[config.mk]
export PLATFORM = sky130hd
export DESIGN_NAME = pipeline_ctrl
export DESIGN_NICKNAME = d
export VERILOG_FILES = /design/src/rtl/pipeline_ctrl.sv
export SDC_FILE = /design/constraint.sdc
export NUM_CORES = 1
export LEC_CHECK = 0
export ABC_AREA = 1
export BUFFER_PORTS_ARGS = -buffer_cell sky130_fd_sc_hd__buf_4
export CAP_MARGIN = 20
export CORE_ASPECT_RATIO = 0.9
export CORE_MARGIN = 2
export CORE_UTILIZATION = 45
export DETAILED_ROUTE_END_ITERATION = 10
export GPL_ROUTABILITY_DRIVEN = 0
export MAX_ROUTING_LAYER = met4
export PLACE_DENSITY = 0.69
export SETUP_SLACK_MARGIN = 0.5
export SYNTH_ARGS = -nofsm -noshare
export SYNTH_HDL_FRONTEND = slang
export SYNTH_SLANG_ARGS = --single-unit
[constraint.sdc]
create_clock -name i_clk -period 2.3 [get_ports i_clk]
set_clock_uncertainty 0.15 [all_clocks]
set_input_delay 0.115 -clock i_clk [delete_from_list [all_inputs] [get_ports i_clk]]
set_output_delay 0.115 -clock i_clk [all_outputs]
set_load 0.02 [all_outputs]
[src/rtl/pipeline_ctrl.sv]
// Hazard and sequencing controller for the 5-stage RV32I_Zicsr pipeline.
// Drives fetch/decode stall and flush, the execute operand forwarding selects,
// serialises SYSTEM instructions behind a pipeline drain, and counts bubbles.
module pipeline_ctrl #(
    parameter int FLUSH_CYCLES = 2,
    parameter int DRAIN_CYCLES = 3
) (
    input  logic        i_clk,
    input  logic        i_rst_n,
    input  logic [6:0]  i_id_opcode,
    input  logic [4:0]  i_id_rs1_addr,
    input  logic [4:0]  i_id_rs2_addr,
    input  logic [6:0]  i_ex_opcode,
    input  logic [4:0]  i_ex_rd_addr,
    input  logic        i_ex_wr_en,
    input  logic [4:0]  i_mem_rd_addr,
    input  logic        i_mem_wr_en,
    input  logic        i_br_taken,
    output logic        o_stall,
    output logic        o_flush,
    output logic [1:0]  o_fwd_a,
    output logic [1:0]  o_fwd_b,
    output logic [31:0] o_bubble_cnt
);

    localparam logic [6:0] OP_LOAD   = 7'b0000011;
    localparam logic [6:0] OP_SYSTEM = 7'b1110011;

    localparam logic [2:0] FLUSH_RELOAD = 3'((FLUSH_CYCLES > 1) ? FLUSH_CYCLES - 2 : 0);
    localparam logic [2:0] DRAIN_RELOAD = 3'(DRAIN_CYCLES - 1);

    localparam logic [1:0] FWD_RF  = 2'b00;
    localparam logic [1:0] FWD_EX  = 2'b01;
    localparam logic [1:0] FWD_MEM = 2'b10;

    typedef enum logic [1:0] {
        RUN   = 2'd0,
        FLUSH = 2'd1,
        DRAIN = 2'd2,
        ISSUE = 2'd3
    } state_e;

    state_e      state_q, state_d;
    logic [2:0]  cnt_q, cnt_d;
    logic [31:0] bubble_q, bubble_d;

    logic        stall, flush;
    logic        load_use;
    logic        ex_fwd_ok, mem_fwd_ok;
    logic [1:0]  fwd_a, fwd_b;

    // A load in execute cannot forward yet; any consumer in decode must wait a cycle.
    always_comb begin
        load_use = (i_ex_opcode == OP_LOAD) && i_ex_wr_en && (i_ex_rd_addr != 5'd0) &&
                   ((i_ex_rd_addr == i_id_rs1_addr) || (i_ex_rd_addr == i_id_rs2_addr));
    end

    // Forwarding selects; the younger EX result takes precedence over MEM.
    always_comb begin
        ex_fwd_ok  = i_ex_wr_en && (i_ex_rd_addr != 5'd0) && (i_ex_opcode != OP_LOAD);
        mem_fwd_ok = i_mem_wr_en && (i_mem_rd_addr != 5'd0);
        fwd_a = FWD_RF;
        fwd_b = FWD_RF;
        if (ex_fwd_ok && (i_ex_rd_addr == i_id_rs1_addr))
            fwd_a = FWD_EX;
        else if (mem_fwd_ok && (i_mem_rd_addr == i_id_rs1_addr))
            fwd_a = FWD_MEM;
        if (ex_fwd_ok && (i_ex_rd_addr == i_id_rs2_addr))
            fwd_b = FWD_EX;
        else if (mem_fwd_ok && (i_mem_rd_addr == i_id_rs2_addr))
            fwd_b = FWD_MEM;
    end

    // Next state and stall/flush; a redirect overrides everything, then drain, then load-use.
    always_comb begin
        state_d = state_q;
        cnt_d   = cnt_q;
        stall   = 1'b0;
        flush   = 1'b0;
        if (i_br_taken) begin
            flush = 1'b1;
            if (FLUSH_CYCLES > 1) begin
                state_d = FLUSH;
                cnt_d   = FLUSH_RELOAD;
            end else begin
                state_d = RUN;
            end
        end else begin
            unique case (state_q)
                RUN: begin
                    if (i_id_opcode == OP_SYSTEM) begin
                        stall   = 1'b1;
                        state_d = DRAIN;
                        cnt_d   = DRAIN_RELOAD;
                    end else if (load_use) begin
                        stall = 1'b1;
                    end
                end
                FLUSH: begin
                    flush = 1'b1;
                    if (cnt_q == 3'd0) state_d = RUN;
                    else               cnt_d   = cnt_q - 3'd1;
                end
                DRAIN: begin
                    stall = 1'b1;
                    if (cnt_q == 3'd0) state_d = ISSUE;
                    else               cnt_d   = cnt_q - 3'd1;
                end
                ISSUE: begin
                    // The SYSTEM op passes now; a load-use stall holds it here one more cycle.
                    if (load_use) stall   = 1'b1;
                    else          state_d = RUN;
                end
                default: state_d = RUN;
            endcase
        end
    end

    // Saturating bubble counter for the performance CSRs.
    always_comb begin
        bubble_d = bubble_q;
        if ((stall || flush) && (bubble_q != 32'hFFFF_FFFF))
            bubble_d = bubble_q + 32'd1;
    end

    // State, drain/flush counter and bubble count registers.
    always_ff @(posedge i_clk) begin
        if (!i_rst_n) begin
            state_q  <= RUN;
            cnt_q    <= 3'd0;
            bubble_q <= 32'd0;
        end else begin
            state_q  <= state_d;
            cnt_q    <= cnt_d;
            bubble_q <= bubble_d;
        end
    end

    // Control outputs are held quiet while reset is asserted.
    always_comb begin
        o_stall = i_rst_n ? stall : 1'b0;
        o_flush = i_rst_n ? flush : 1'b0;
        o_fwd_a = i_rst_n ? fwd_a : FWD_RF;
        o_fwd_b = i_rst_n ? fwd_b : FWD_RF;
    end

    assign o_bubble_cnt = bubble_q;

endmodule

=== Yosys cells after proc, flatten, opt, wreduce, memory -nomap -nowiden ===
Index checks and enable logic that the tools add are counted.
Widths: inputs -> output; s select.

* Bits in registers: 37
* Output and inout port bits: 38

* $add $sub $neg: 2
* Equal/unequal tests: 20
* Muxes and demuxes: 23
* Bitwise gates (word level): 1
* Reductions and logical operators: 23

{| class="wikitable"
|+ Operator list
! cell !! count
|-
| $add 32x1->32 const B || 1
|-
| $ne 32x32->1 const B || 1
|-
| $eq 5x5->1 || 4
|-
| $mux 2 || 10
|-
| $ne 3x3->1 const B || 4
|-
| $logic_and 1x1->1 || 11
|-
| $ne 2x2->1 const B || 5
|-
| $reduce_bool 5->1 || 2
|-
| $mux 1 || 8
|-
| $pmux 2 s4 || 1
|-
| $reduce_and 4->1 || 2
|-
| $eq 7x2->1 const B || 1
|-
| $eq 7x7->1 const B || 1
|-
| $ne 7x2->1 const B || 1
|-
| $mux 3 || 2
|-
| $pmux 3 s2 || 1
|-
| $eq 2x2->1 const B || 2
|-
| $reduce_or 2->1 || 2
|-
| $logic_not 3->1 || 1
|-
| $pmux 1 s3 || 1
|-
| $reduce_and 3->1 || 1
|-
| $sub 3x1->3 const B || 1
|-
| $eq 2x1->1 const B || 1
|-
| $logic_not 2->1 || 1
|-
| 3 further kinds || 4
|}

=== Logic depth before layout (Yosys ltp) ===
Gate-level depths: netlist of the first run.

* Depth in word-level cells: 10
* Depth in mapped cells: 15
* Gate-level depth less buffers: 14

=== Least setup slack after synthesis of the first run ===
Ideal clock, no wire load.

* Path kind: reg2reg
* Start: reg bubble_q[0], in the netlist o_bubble_cnt[0]
* End: reg bubble_q[21], in the netlist o_bubble_cnt[21]
* Setup time: 0.070 ns
* Arrival: 1.935 ns
* Slack: 0.145 ns
* Cell stages (with the launch flop): 14
* Period minus slack after synthesis: 2.155 ns
* Cells stage by stage: dfxtp_1 > ha_1 > nand2_2 > nor2_2 > nand2_1 > inv_2 > nand3_2 > nor3_2 > nand3_2 > nand2_1 > buf_6 > buf_6 > nand2_1 > a21oi_1

* Cells in the longest elaborated chain, start to end: 2
* Elaborated cells on any way between the ends: 3
* Those cells by class: 1 x add/sub; 1 x eq/ne; 1 x reduce/logical

{| class="wikitable"
|+ Ends and longest elaborated chain
! item !! line !! source
|-
| from (decl) || 45 || <nowiki>logic [31:0] bubble_q, bubble_d;</nowiki>
|-
| from (signal assigned) || 135 || <nowiki>bubble_q <= bubble_d;</nowiki>
|-
| parallel branches: the longest is 2 deep, another holds $add 32x1->32 || - ||
|}

Several ways; the timed one is not identified.
A chain may end at the register's enable or synchronous reset.

=== Worst setup path in the final report of the first run ===
* Start: reg bubble_q[7], in the netlist o_bubble_cnt[7]
* End: reg bubble_q[27], in the netlist o_bubble_cnt[27]

The elaborated chain is that of the path after synthesis.

==> flow_summary.toml, run 1 <==
[outcome]
status = "complete, but fails checks"
violations = "hold timing"

[pwr]
vdd_drop_max_uv = 288.9
power_density_nw_per_um2 = 360.0
leakage_nw = 1.936

[worst_setup_path]
cp_num_buf_inv = 3
rr_startpoint = "o_bubble_cnt[7]$_SDFFE_PN0P_"
crit_path_top_delay_cell = "dfxtp_2"
crit_path_start = "o_bubble_cnt[7]$_SDFFE_PN0P_"
crit_cells = 12
crit_arrival_ns = 2.11
critical_path_peak_fanout = 8
critPathTopFamily = "simple AND/OR/NAND/NOR gates"
start_kind = "flop"
cp-end-kind = "flop"
worstPathRequired_ns = 2.36
critPathKind = "reg2reg"
r2r_cells = 12
cp_slowest_stage_delay_ns = 0.42
crit_chain = "nand2_1 -> nor2_2 -> nand2_2 -> inv_2 -> nand3_4 -> nor3_4 -> nand3_4 -> nand2_4 -> buf_12 -> buf_12 -> nand2_1 -> a21oi_1"

[sta]
setup_ws_ns = 0.2543
rsz0062_at_grt = "yes"
min_period_ns = 2.046
hold_viol_final = 4
fin_tns_setup_ns = 0
setup_viol = 0
holdWs_ns = -0.06985
max_freq_mhz = 488.8
tightestPinTransition_ns = 0.5665
fin_crit_sh_pct = 88.94
final-max-slew-violation-count = 0
slew_headroom_pct = 61.94

[yosys]
synth_edf_count = 0
synth.most_common_cell = "nand2_1"
yosysTopAreaCell = "dfxtp_1"
ys.warnings.count = 0
syn_area_sq_um = 2745
synth-seq-area-share_pct = 26.98
syn_inst = 440
synth_common_cells = "nand2_1, nor2_1, inv_1, nand3_1"
synth_seq_cells = 37
synth.area.top_cells = "dfxtp_1, nand2_1, nor2_1"
syn_avg_cell_area_sq_um = 6.239
async_flop_share_pct = 0
synth_top_area_share_pct = 26.98
ys.flop_type = "dfxtp_1"
syn_nets = 487
ys_types = 30

[floorplanning]
die_area_sq_um = 6742
initial_core_util_pct = 47.41
placementRows = 26
num_io_pins = 77
die_h_um = 78.10
coreArea_sq_um = 5791
die_width_um = 86.33

[drt]
viasPerCell = 5.675
drt_wl_total_mm = 9.990
drt_iter0_drc = 481
routedWlPerCell_um = 16.06
drc = 0
ant_nets = 0
vias = 3530
drt-pass1-iter-count = 6

[min_path]
worstHoldPathCells = 3
hp-class = "in2reg"
worstHoldStart = "i_rst_n"

[layout]
final_util_pct = 72.77
regArea_sq_um = 779.5
drive_gt1_share_pct = 37.86
multi_input_area_sq_um = 2076
antenna_cells = 0
synthToLayoutAreaGrowth_pct = 53.51
fillCellCount = 459
final_nets = 598

[clock_network]
clock-root-buffer = "clkbuf_8"
clockBufferDepth = 2
clock-sinks = 37
ctsHoldBuffers = 1
numCtsBuffers = 5
tritoncts = "built"
clkLatencyLatePin_ns = 0.31
clkTransAtPathRegs_ns = 0.09
htreeDepth = 2

[grt]
grt_pass1_wl_mm = 15.55
grt_pass1_vias = 3243
grt_max_degree = 21
grt_use_total_pct = 29.52
antenna_found_initial = 0
grt_overflow = 0

[placed_design]
dpl.hpwl_mm = 6.525
pre_cts_ws_ns = 0.2708
io_buffers = 76

[run]
timing.max_cap.violations = 0
[sequential cells by signal, summed over array words and instances, names as in the netlist]
| signal | count |
|---|---|
| state_q | 2 |
| cnt_q | 3 |
| o_bubble_cnt | 32 |
[path summary, 6_finish.rpt]
path | to | slack, ns
setup / recovery | o_bubble_cnt[27]$_SDFFE_PN0P_ | 0.25
setup reg to reg | o_bubble_cnt[27]$_SDFFE_PN0P_ | 0.25
hold / removal | o_bubble_cnt[1]$_SDFFE_PN0P_ | -0.07
hold reg to reg | cnt_q[2]$_SDFFE_PP0P_ | 0.34
[cell usage in the layout, fill, tap and decap left out, drive strengths merged, types with 3 or more instances in the layout]
cell / instances
a21oi: 37
buf: 116
clkbuf: 8
dfxtp: 37
ha: 8
inv: 44
nand2: 117
nand3: 46
nand3b: 3
nand4: 10
nor2: 59
nor3: 15
nor4: 4
o21ai: 4
o22ai: 3
xnor2: 13
xor2: 20
[layout make-up]
| class | count | share of cell area [%] |
|---|---|---|
| tap | 70 | 2.078 |
| clock buffer | 8 | 2.138 |
| timing repair buffer | 117 | 23.93 |
| inverter | 45 | 4.097 |
| multi-input combinational | 345 | 49.26 |
| sequential | 37 | 18.50 |
[cell families (layout without fill, tap and decap cells)]
family / Yosys count / after routing / share of synthesized area (%)
DFF: 37 / 37 / 26.98
adders and majority gates: 8 / 8 / 3.646
and+or+nand+nor: 255 / 255 / 40.34
AOI/OAI and AO/OA: 49 / 49 / 9.800
xor gates and xnor gates: 33 / 33 / 10.53
buffers and inverters: 58 / 170 / 8.705
[where the power goes]
group / internal (W) / switching, W
Clock: 0.000245 / 0.000247
Combinational: 0.000170 / 0.000197
Sequential: 0.000647 / 0.0000120
Total: 0.00106 / 0.000456
[routing by layer]
| layer | vias up | part of all wire, % | track usage (%) |
|---|---|---|---|
| met5 | - | 0 | - |
| met4 | 0 | 3.2 | 10.31 |
| met3 | 38 | 9.3 | 3.680 |
| met2 | 211 | 45 | 44.31 |
| met1 | 1619 | 43 | 41.02 |
| li1 | 1662 | - | - |
[worst min-delay path, cell delays in order]
cell	delay, ns
buf_4	0.15
nand2_1	0.07
nor2_1	0.03
[metrics by stage]
stage          hold WS, ns  cell area (sq um)  total power [W]  std cells
3_3_place_gp        0.2416               3491        0.0009580        587
2_1_floorplan      0.07614               2788        0.0008423        440
3_5_place_dp        0.2442               3491        0.0009642        587
5_1_grt           -0.04795               4214         0.001579        622
6_report          -0.06985               4214         0.001517        622
4_1_cts           -0.08023               3944         0.001490        616
[what timing repair did]
action                                 4_1_cts  5_1_grt
gates resized for setup                     43       62
pin swaps                                    9       18
setup endpoints to repair                   31       34
endpoints found under the hold margin        6        4
cloned                                       3        0
buffers inserted                            17        6
Note: power is estimated with default switching activity, not from simulation.
==> run 2: changes to the inputs <==
--- a/config.mk
+++ b/config.mk
@@ -11,6 +11,8 @@
 export CORE_ASPECT_RATIO = 0.9
 export CORE_MARGIN = 2
 export CORE_UTILIZATION = 45
+export CTS_BUF_LIST = sky130_fd_sc_hd__clkbuf_4
+export CTS_CLUSTER_SIZE = 14
 export DETAILED_ROUTE_END_ITERATION = 10
 export GPL_ROUTABILITY_DRIVEN = 0
 export MAX_ROUTING_LAYER = met4
==> run 2 against run 1 <==
  * Critical endpoint is now o_bubble_cnt[19]$_SDFFE_PN0P_
  * Combinational power barely moved
  * Sequential power fell by 0.8%
  * Worst setup slack got worse by 0.058 ns
  * The flow still finishes with violations (hold timing)
  * Core utilization rose by 1.1 points
  * Largest power group unchanged
  * Die area did not move
  * Routed wire length rose by 5.5%
  * Register-to-register slack got worse by 0.06 ns
  * Clock power fell by 23%
  * Global-route usage rose by 0.63 points
==> flow_summary.toml, run 2 (synthesis results as in run 1) <==
[floorplanning]
die_width_um = 86.33
die_h_um = 78.10
placementRows = 26
initial_core_util_pct = 47.41
num_io_pins = 77
coreArea_sq_um = 5791
die_area_sq_um = 6742

[worst_setup_path]
critPathKind = "reg2reg"
crit_path_start = "o_bubble_cnt[0]$_SDFFE_PN0P_"
cp-end-kind = "flop"
crit_arrival_ns = 2.22
worstPathRequired_ns = 2.42
crit_chain = "ha_4 -> nand2_4 -> nor2_4 -> nand2_2 -> inv_2 -> nand3_4 -> nor3_4 -> nand3_4 -> nand2_4 -> buf_12 -> buf_12 -> nand2_2 -> a21oi_1"
rr_startpoint = "o_bubble_cnt[0]$_SDFFE_PN0P_"
cp_slowest_stage_delay_ns = 0.38
crit_path_top_delay_cell = "dfxtp_4"
start_kind = "flop"
critPathTopFamily = "simple AND/OR/NAND/NOR gates"
cp_num_buf_inv = 3
critical_path_peak_fanout = 8

[grt]
grt_overflow = 0
antenna_found_initial = 0
grt_pass1_wl_mm = 15.86
grt_pass1_vias = 3336
grt_use_total_pct = 30.16
grt_max_degree = 21

[layout]
final_cell_mix = "buf_4, nand2_1, nor2_1, inv_1, nand3_1"
fillCellCount = 445
synthToLayoutAreaGrowth_pct = 55.88
multi_input_area_sq_um = 2086
stdcell_area_sq_um = 4279
largest_reg_flops = 32
antenna_cells = 0
drive_gt1_share_pct = 38.53
layout.cells.most_common = "buf_4"
final_nets = 604
regArea_sq_um = 802.0

[drt]
drc = 0
routedWlPerCell_um = 16.78
viasPerCell = 5.725
drt_wl_total_mm = 10.54
vias = 3595
drt_iter0_drc = 409
ant_nets = 0
drt-pass1-iter-count = 6

[min_path]
hp-class = "in2reg"
worstHoldStart = "i_rst_n"

[pwr]
power_density_nw_per_um2 = 326.9
vdd_drop_max_uv = 298.2
leakage_nw = 1.961

[sta]
rsz0062_at_grt = "yes"
setup_ws_ns = 0.1960
slew_headroom_pct = 57.35
min_period_ns = 2.104
fin_crit_sh_pct = 91.48
final-max-slew-violation-count = 0
setup_viol = 0
holdWs_ns = -0.1408
tightestPinTransition_ns = 0.6358
hold_viol_final = 4
fin_tns_setup_ns = 0
max_freq_mhz = 475.3

[clock_network]
htreeDepth = 2
numCtsBuffers = 5
clock-root-buffer = "clkbuf_4"
clkTransAtPathRegs_ns = 0.12
tritoncts = "built"
ctsHoldBuffers = 1
clockBufferDepth = 2
clkLatencyLatePin_ns = 0.36
clock-sinks = 37

[placed_design]
io_buffers = 76
pre_cts_ws_ns = 0.2708
dpl.hpwl_mm = 6.525
dpl_cell_area_sq_um = 3491

[outcome]
status = "complete, but fails checks"
violations = "hold timing"

[run]
timing.max_cap.violations = 0
[run 2: changes by cell type in the layout (fill, tap and decap cells not counted), moves of 4 or more]
cell / before / now
clkbuf_8: 6 / 0
clkbuf_4: 0 / 7
dfxtp_2: 10 / 4
nand3_2: 9 / 5
dfxtp_4: 7 / 15
nor2_2: 9 / 5
[run 2: cell type report]
cell class / instances / share of cell area (%)
well taps: 70 / 2.047
flip-flops and latches: 37 / 18.74
repair buffers: 123 / 25.20
clock buffers: 7 / 1.228
clock inverters: 1 / 0.08772
inverters: 45 / 3.947
multi-input cells: 345 / 48.74
[run 2: per-layer routing]
metal	GRT usage (%)	part of all wire [%]
met2	44.85	45
met4	11.41	4.3
met3	4.522	9.3
met5	-	0
met1	41.41	42
[run 2: final timing paths]
path / endpoint / slack [ns] / depth (start not counted)
hold / removal: o_bubble_cnt[8]$_SDFFE_PN0P_ / -0.14 / 3
setup reg to reg: o_bubble_cnt[19]$_SDFFE_PN0P_ / 0.20 / 13
hold reg to reg: cnt_q[1]$_SDFFE_PP0P_ / 0.34 / 2
setup / recovery: o_bubble_cnt[19]$_SDFFE_PN0P_ / 0.20 / 13
[run 2: repair_timing]
item / CTS / global route
endpoints found under the hold margin: 9 / 4
gates cloned: 3 / 1
setup buffers: 20 / 8
setup endpoints to repair: 32 / 34
pin swaps: 9 / 20
gates resized for setup: 45 / 71
[run 2: stage by stage]
stage,power (W),hold WS [ns],util [%],instances
3_3_place_gp,0.0009580,0.2416,60.29,587
2_1_floorplan,0.0008423,0.07614,-,440
5_1_grt,0.001466,-0.1352,73.90,628
3_5_place_dp,0.0009642,0.2442,60.29,587
4_1_cts,0.001372,-0.1521,67.91,619
6_report,0.001399,-0.1408,73.90,628
[run 2: where the power goes]
| part | switching, W | leakage (nW) | total (W) | internal [W] |
|---|---|---|---|---|
| clock | 0.000237 | 0.0338 | 0.000378 | 0.000141 |
| sequential | 0.0000139 | 0.312 | 0.000654 | 0.000640 |
| combinational | 0.000196 | 1.61 | 0.000366 | 0.000171 |
| total | 0.000447 | 1.96 | 0.00140 | 0.000952 |
[run 2: worst min-delay path, stage by stage]
cell and delay (ns):
buf_4 0.14, nand2_1 0.06, nor2_1 0.04
==> run 3: changes to the inputs <==
==> constraint.sdc (replaced) <==
create_clock -name i_clk -period 2.6 [get_ports i_clk]
set_clock_uncertainty 0.15 [all_clocks]
set_input_delay 0.13 -clock i_clk [delete_from_list [all_inputs] [get_ports i_clk]]
set_output_delay 0.13 -clock i_clk [all_outputs]
set_load 0.02 [all_outputs]
==> run 3 against run 2 <==
  * The flow now finishes without violations
  * Non-clock buffer count down 20
  * Power decreased by 7.6%
  * Combinational power fell by 21%
  * Die area unchanged
  * First-iteration DRC count increased by 5.9%
  * Sequential cell count is the same
  * Core utilization down 5.7 points
==> flow_summary.toml, run 3 (synthesis results as in run 1) <==
[layout]
final_cell_mix = "nand2_1, buf_4, nor2_1, inv_1, nand3_1"
synthToLayoutAreaGrowth_pct = 43.89
antenna_cells = 0
layout.cells.most_common = "nand2_1"
fillCellCount = 511
largest_reg_flops = 32
final_nets = 584
stdcell_area_sq_um = 3950
drive_gt1_share_pct = 29.74

[clock_network]
clkTransAtPathRegs_ns = 0.12
tritoncts = "built"
clkLatencyLatePin_ns = 0.35
clock-root-buffer = "clkbuf_4"
clockBufferDepth = 2
htreeDepth = 2
numCtsBuffers = 5
clock-sinks = 37

[worst_setup_path]
cp_num_buf_inv = 3
critPathKind = "reg2reg"
critical_path_peak_fanout = 5
cp-end-kind = "flop"
crit_arrival_ns = 2.24
crit_chain = "ha_4 -> nand2_4 -> nor2_4 -> nand2_2 -> inv_2 -> nand3_4 -> nor3_4 -> nand3_4 -> buf_12 -> clkbuf_16 -> nand3_1 -> a21oi_2"
crit_path_top_delay_cell = "dfxtp_4"
start_kind = "flop"
critical_path.most_common_cell = "nand3_4"
cp_slowest_stage_delay_ns = 0.39
critPathTopFamily = "simple AND/OR/NAND/NOR gates"
worstPathRequired_ns = 2.68

[sta]
setup_ws_ns = 0.4401
fin_crit_sh_pct = 83.07
final-max-slew-violation-count = 0
max_freq_mhz = 463.0
slew_headroom_pct = 58.61
holdWs_ns = 0.1886
tightestPinTransition_ns = 0.6170
setup_viol = 0
fin_tns_setup_ns = 0
min_period_ns = 2.160
rsz0062_at_grt = "yes"
hold_viol_final = 0

[grt]
grt_overflow = 0
grt_pass1_vias = 2854
grt_use_total_pct = 24.97
grt_pass1_wl_mm = 13.34
grt_max_degree = 34
antenna_found_initial = 0

[floorplanning]
die_width_um = 86.33
die_area_sq_um = 6742
initial_core_util_pct = 47.41
coreArea_sq_um = 5791
placementRows = 26
num_io_pins = 77
die_h_um = 78.10

[drt]
drt_iter0_drc = 433
drt-pass1-iter-count = 8
viasPerCell = 5.477
ant_nets = 0
vias = 3330
drc = 0
routedWlPerCell_um = 14.32
drt_wl_total_mm = 8.704

[pwr]
vdd_drop_max_uv = 169.8
leakage_nw = 1.722
power_density_nw_per_um2 = 327.2
total_power_w = 0.001292

[run]
timing.max_cap.violations = 0

[placed_design]
dpl.hpwl_mm = 6.129
pre_cts_ws_ns = 0.3909
io_buffers = 76
dpl_cell_area_sq_um = 3388

[outcome]
status = "completed"

[min_path]
hp-class = "in2reg"
run 3: changes by cell type in the layout (fill, tap and decap cells not counted), sizes merged:
cell,before,now
clkbuf,8,10
dlygate4sd3,1,2
buf,121,97
bufinv,0,1
run 3: report_power, final:
part	switching (W)	leakage (nW)	total, W	internal [W]
Clock	0.000201	0.0433	0.000411	0.000211
Sequential	0.0000143	0.305	0.000592	0.000578
Combinational	0.000155	1.37	0.000289	0.000135
Total	0.000370	1.72	0.00129	0.000923
run 3: final cells by class:
cell class	instances	area, sq um	area share, %
Tap cell	70	87.58	2.217
Clock buffer	6	45.04	1.140
Inverter	45	168.9	4.276
Clock inverter	2	33.78	0.8552
Multi-Input combinational cell	345	1954	49.48
Timing Repair Buffer	103	900.9	22.81
Sequential cell	37	759.5	19.23
run 3: path summary, 6_finish.rpt:
check / startpoint / end / slack (ns) / cells past startpoint
min reg2reg: cnt_q[0]$_SDFFE_PP0P_ / cnt_q[0]$_SDFFE_PP0P_ / 0.34 / 2
max reg2reg: o_bubble_cnt[1]$_SDFFE_PN0P_ / o_bubble_cnt[18]$_SDFFE_PN0P_ / 0.44 / 12
max: o_bubble_cnt[1]$_SDFFE_PN0P_ / o_bubble_cnt[18]$_SDFFE_PN0P_ / 0.44 / 12
min: i_rst_n / o_bubble_cnt[5]$_SDFFE_PN0P_ / 0.19 / 3
run 3: timing repair:
item / in CTS / in global routing
setup endpoints to repair: 23 / 31
hold buffers: 2 / 0
endpoints found under the hold margin: 9 / 0
pin swaps: 1 / 12
buffers inserted: 1 / 11
resized for setup: 11 / 50
gates cloned: 0 / 6
run 3: stage by stage:
step           std cells  util (%)
2_1_floorplan        440         -
3_3_place_gp         580     58.51
3_5_place_dp         580     58.51
4_1_cts              591     61.04
5_1_grt              608     68.22
6_report             608     68.22
run 3: worst min-delay path, delay by kind of cell:
kind	cells	cell delay, ns
AO/OA/AOI/OAI	1	0.04
buffers and inverters	2	0.47
run 3: layer usage:
layer  track usage (%)  wire length, um
met5                 -                0
met4             6.563              181
met3             3.891              765
met2             36.15             3799
met1             36.25             3958
